**config.mk**
```make
export PLATFORM = sky130hd
export DESIGN_NAME = tune_sequencer
export DESIGN_NICKNAME = d
export VERILOG_FILES = /design/src/rtl/tune_sequencer.sv
export SDC_FILE = /design/constraint.sdc
export NUM_CORES = 1
export LEC_CHECK = 0
export CORE_ASPECT_RATIO = 1.5
export CORE_MARGIN = 2
export CORE_UTILIZATION = 51
export CTS_CLUSTER_SIZE = 28
export DETAILED_ROUTE_END_ITERATION = 7
export PLACE_DENSITY = 0.79
export REMOVE_ABC_BUFFERS = 1
export SLEW_MARGIN = 15
export SYNTH_ARGS = -nofsm -noshare
export SYNTH_HDL_FRONTEND = slang
export SYNTH_SLANG_ARGS = --single-unit
```
**constraint.sdc**
```tcl
create_clock -name clk -period 2.9 [get_ports clk]
set_input_delay 0.58 -clock clk [delete_from_list [all_inputs] [get_ports clk]]
set_output_delay 0.58 -clock clk [all_outputs]
set_load 0.005 [all_outputs]
```
**src/rtl/tune_sequencer.sv**
```systemverilog
// Melody player: walks a note ROM (beats + period per word) and drives the tone PWM
// period/enable, with start/stop, looping and a silent articulation gap before each note ends.
module tune_sequencer #(
  parameter int ADDR_W   = 8,
  parameter int BEAT_CYC = 12_500_000,
  parameter int GAP_CYC  = 500_000
) (
  input  logic              clk,
  input  logic              rst_n,
  input  logic              start,
  input  logic              stop,
  input  logic              loop,
  output logic [ADDR_W-1:0] rom_addr,
  input  logic [23:0]       rom_data,
  output logic [19:0]       pwm_parameter,
  output logic              pwm_en,
  output logic              busy,
  output logic              done
);

  localparam int             CW       = (BEAT_CYC > 1) ? $clog2(BEAT_CYC) : 1;
  localparam logic [CW-1:0]  CYC_LAST = CW'(BEAT_CYC - 1);
  localparam logic [CW-1:0]  CYC_GAP  = CW'(BEAT_CYC - 1 - GAP_CYC);
  localparam bit             HAS_GAP  = (GAP_CYC != 0);

  typedef enum logic [1:0] {S_IDLE, S_FETCH, S_LOAD, S_PLAY} state_t;

  state_t            state, state_d;
  logic [ADDR_W-1:0] addr_d;
  logic [19:0]       param_d;
  logic              en_d, done_d;
  logic [3:0]        beat_cnt, beat_d;
  logic [CW-1:0]     cyc_cnt, cyc_d;

  logic [3:0]  rom_beats;
  logic [19:0] rom_period;
  logic        last_beat;

  assign rom_beats  = rom_data[23:20];
  assign rom_period = rom_data[19:0];
  assign last_beat  = (beat_cnt == 4'd1);
  assign busy       = (state != S_IDLE);

  always_ff @(posedge clk) begin
    if (!rst_n) begin
      state         <= S_IDLE;
      rom_addr      <= '0;
      pwm_parameter <= '0;
      pwm_en        <= 1'b0;
      done          <= 1'b0;
      beat_cnt      <= '0;
      cyc_cnt       <= '0;
    end else begin
      state         <= state_d;
      rom_addr      <= addr_d;
      pwm_parameter <= param_d;
      pwm_en        <= en_d;
      done          <= done_d;
      beat_cnt      <= beat_d;
      cyc_cnt       <= cyc_d;
    end
  end

  always_comb begin
    state_d = state;
    addr_d  = rom_addr;
    param_d = pwm_parameter;
    en_d    = pwm_en;
    done_d  = 1'b0;
    beat_d  = beat_cnt;
    cyc_d   = cyc_cnt;
    case (state)
      S_IDLE: begin
        en_d = 1'b0;
        if (start) begin
          addr_d  = '0;
          state_d = S_FETCH;
        end
      end
      S_FETCH: begin
        en_d    = 1'b0;
        state_d = S_LOAD;
      end
      S_LOAD: begin
        if (rom_beats == 4'd0) begin
          if (loop) begin
            addr_d  = '0;
            state_d = S_FETCH;
          end else begin
            done_d  = 1'b1;
            state_d = S_IDLE;
          end
        end else begin
          param_d = rom_period;
          beat_d  = rom_beats;
          cyc_d   = '0;
          en_d    = (rom_period != 20'd0);
          state_d = S_PLAY;
        end
      end
      S_PLAY: begin
        // Gap drops the enable early on the last beat; period stays put until next LOAD.
        if (HAS_GAP && last_beat && cyc_cnt == CYC_GAP)
          en_d = 1'b0;
        if (cyc_cnt == CYC_LAST) begin
          cyc_d = '0;
          if (last_beat) begin
            addr_d  = rom_addr + ADDR_W'(1);
            en_d    = 1'b0;
            state_d = S_FETCH;
          end else begin
            beat_d = beat_cnt - 4'd1;
          end
        end else begin
          cyc_d = cyc_cnt + CW'(1);
        end
      end
      default: state_d = S_IDLE;
    endcase
    if (stop) begin
      state_d = S_IDLE;
      addr_d  = rom_addr;
      param_d = pwm_parameter;
      en_d    = 1'b0;
      done_d  = 1'b0;
    end
  end

endmodule

```
==> results.sh <==
export IMPL_crit_type="in -> reg"
export IMPL_async_flop_share=0
export IMPL_path_buf_inv=1
export IMPL_dp_hpwl_um=5372
export IMPL_yosys_area_top_type="dfxtp_1"
export IMPL_drc_errors=0
export IMPL_power_leakage_nw=1.278
export IMPL_post_cts_resized=0
export IMPL_finalSetupViolCount=0
export IMPL_slowest_stage="or4_4"
export IMPL_antenna_left=0
export IMPL_post_cts_setup_buffers=0
export IMPL_grt_antenna_before_repair=0
export IMPL_synth_edff_count=0
export IMPL_start_kind="input pin"
export IMPL_multi_input_area_um2=1669
export IMPL_synth_top_area_frac=0.4046
export IMPL_synth_area_um2=2969
export IMPL_crit_start="rom_data[22]"
export IMPL_final_setup_worst_slack_ns=0.3479
export IMPL_final_cell_mix="63 x nand2_1, 60 x dfxtp_1, 59 x clkdlybuf4s50_1"
export IMPL_gp_congestion=0.9664
export IMPL_worstHoldStart="pwm_parameter[9]$_SDFFE_PN0P_"
export IMPL_synthMuxAreaShare=0.01011
export IMPL_power_density_nw_per_um2=422.4
export IMPL_drv_cap=0
export IMPL_start_util=0.5209
export IMPL_routed_wl_um=7439
export IMPL_port_buffers=59
export IMPL_die_area_um2=6461
export IMPL_crit_fanout=8
export IMPL_post_place_ws_ns=0.004466
export IMPL_num_rows=34
export IMPL_holdBufCountCts=0
export IMPL_cts_root_buf="clkbuf_8"
export IMPL_overflow=0
export IMPL_grt_usage=0.2391
export IMPL_crit_arrival_ns=2.82
export IMPL_synth_ff_type="dfxtp_1"
export IMPL_grt_pass1_wl_um=11950
export IMPL_crit_chain="clkdlybuf4s50_1 -> or4_4 -> a2111oi_4 -> nand2_2 -> or4_1 -> a21oi_1"
export IMPL_clock_sinks=60
export IMPL_critPathMaxStageDelay_ns=0.58
export IMPL_core_area_um2=5700
export IMPL_tightest_slew_ns=0.7864
export IMPL_dieHeight_um=97.45
export IMPL_synth_cells=371
export IMPL_path_clk_slew_ns=0.06
export IMPL_synth_xor_area_frac=0.05900
export IMPL_fmax_ghz=0.3918
export IMPL_ir_drop_v=0.0003478
export IMPL_period_minus_slack_ns=2.552
export IMPL_ys_types=46
export IMPL_yosys_area_share_simple=0.3215
export IMPL_r2r_start="cyc_cnt[0]$_SDFFE_PN0P_"
export IMPL_synth_avg_cell_area_um2=8.003
export IMPL_h_tree_depth=3
export IMPL_synth_seq_cells=60
export IMPL_antenna_cells=0
export IMPL_synthTopCellsByArea="dfxtp_1 40%, nand2_1 8.0%, a21oi_1 5.6%"
export IMPL_fin_skew_ns=0.008257
export IMPL_grt_pass1_vias=2748
export IMPL_register_area_um2=1201
export IMPL_boundaryPins=60
export IMPL_clock_path_buffers=2
export IMPL_ys_warn_count=0
export IMPL_period_share=0.8800
export IMPL_numCtsBuffers=9
export IMPL_drt_iter0_drc=160
export IMPL_grt_setup_unrepaired="false"
export IMPL_clkLatencyLatePin_ns=0.35
export IMPL_synth_adder_area_share=0.03371
export IMPL_synth_compound_area_frac=0.1370
export IMPL_final_hold_viol_count=0
export IMPL_final_common_cell="nand2_1"
export IMPL_seq_area_frac_synth=0.4046
export IMPL_crit_path_end_kind="flip-flop"
export IMPL_dp_cells=497
export IMPL_slew_headroom=0.4757
export IMPL_area_growth_syn_to_layout_pct=29.62
export IMPL_tns_ns=0
export IMPL_vias=2975
export IMPL_drv_slew=0
export IMPL_grt_max_degree=25
export IMPL_fp_dieW_um=66.30
export IMPL_outcome="finished clean"
export IMPL_dr_pass1_iters=5
export IMPL_cp_top_family="simple AND/OR/NAND/NOR gates"
export IMPL_avgViaCountPerCell=5.799
export IMPL_cts_tree="yes"
export IMPL_wire_per_inst_um=14.50
export IMPL_layout_nets=473
export IMPL_filler_cell_count=509
export IMPL_final_cells=513
export IMPL_drive_gt1_frac=0.07029
export IMPL_hold_class="reg -> reg"
export IMPL_synth_top_family_by_area="simple AND/OR/NAND/NOR gates"
export IMPL_crit_required_ns=3.17
export IMPL_p_total_mw=1.626
-- cell families (layout without fill, tap and decap cells) --
family	Yosys count	in the layout
compound gates	64	64
simple gates	191	191
flops	60	60
mux	3	3
fa+ha+maj	8	8
buf+inv	25	95
xor+xnor	20	20
-- report_power, final --
| group | internal (mW) | switching [mW] |
|---|---|---|
| logic | 0.0585 | 0.0529 |
| clock network | 0.380 | 0.305 |
| registers | 0.827 | 0.00251 |
-- per-stage QoR --
stage | hold slack, ns | cell area, µm² | utilization
5_1_grt | 0.4693 | 3849 | 0.6752
3_3_place_gp | 0.4413 | 3665 | 0.6429
2_1_floorplan | 0.4527 | 2902 | -
3_5_place_dp | 0.4456 | 3665 | 0.6429
6_report | 0.4524 | 3849 | 0.6752
4_1_cts | 0.4538 | 3846 | 0.6747
-- cell usage after synthesis (5+ instances only) --
library cell and number:
a21oi_1 33, and3_1 5, clkbuf_1 15, dfxtp_1 60
ha_1 8, inv_1 9, nand2_1 63, nand3_1 19
nand4_1 20, nor2_1 29, nor3_1 12, nor4_1 11
o21ai_0 7, or4_1 5, xnor2_1 12, xor2_1 8
-- tightest hold or removal path: cells and delay by family, from the launching register on --
kind | cells | cell delay (ns)
AOI/OAI and AO/OA | 1 | 0.05
DFF | 1 | 0.31
and+or+nand+nor | 1 | 0.05
-- flip-flops by register name, indices dropped and copies added, names as in the netlist --
| signal | count |
|---|---|
| beat_cnt | 4 |
| cyc_cnt | 24 |
| done | 1 |
| pwm_en | 1 |
| pwm_parameter | 20 |
| rom_addr | 8 |
| state | 2 |
-- routing by layer --
metal | global-route usage | wire [µm] | vias to the layer above
met3 | 0.06141 | 414 | 14
met4 | 0.1303 | 123 | 0
li1 | - | - | 1474
met1 | 0.2563 | 3014 | 1395
met5 | 0 | 0 | -
met2 | 0.4131 | 3886 | 92
-- layout make-up --
| class | count | area share |
|---|---|---|
| clock inverters | 1 | 0.001300 |
| repair buffers | 70 | 0.1749 |
| well taps | 72 | 0.02341 |
| inverters | 9 | 0.008778 |
| flip-flops and latches | 60 | 0.3121 |
| multi-input cells | 286 | 0.4337 |
| clock buffers | 15 | 0.04584 |
-- final timing paths --
path,end,cells after the start,slack [ns]
hold reg to reg,pwm_parameter[9]$_SDFFE_PN0P_,2,0.45
setup / recovery,rom_addr[6]$_SDFFE_PN0P_,6,0.35
setup reg to reg,beat_cnt[1]$_SDFFE_PN0P_,6,0.58
hold / removal,pwm_parameter[9]$_SDFFE_PN0P_,2,0.45
Power figures use the tool's default switching activity.
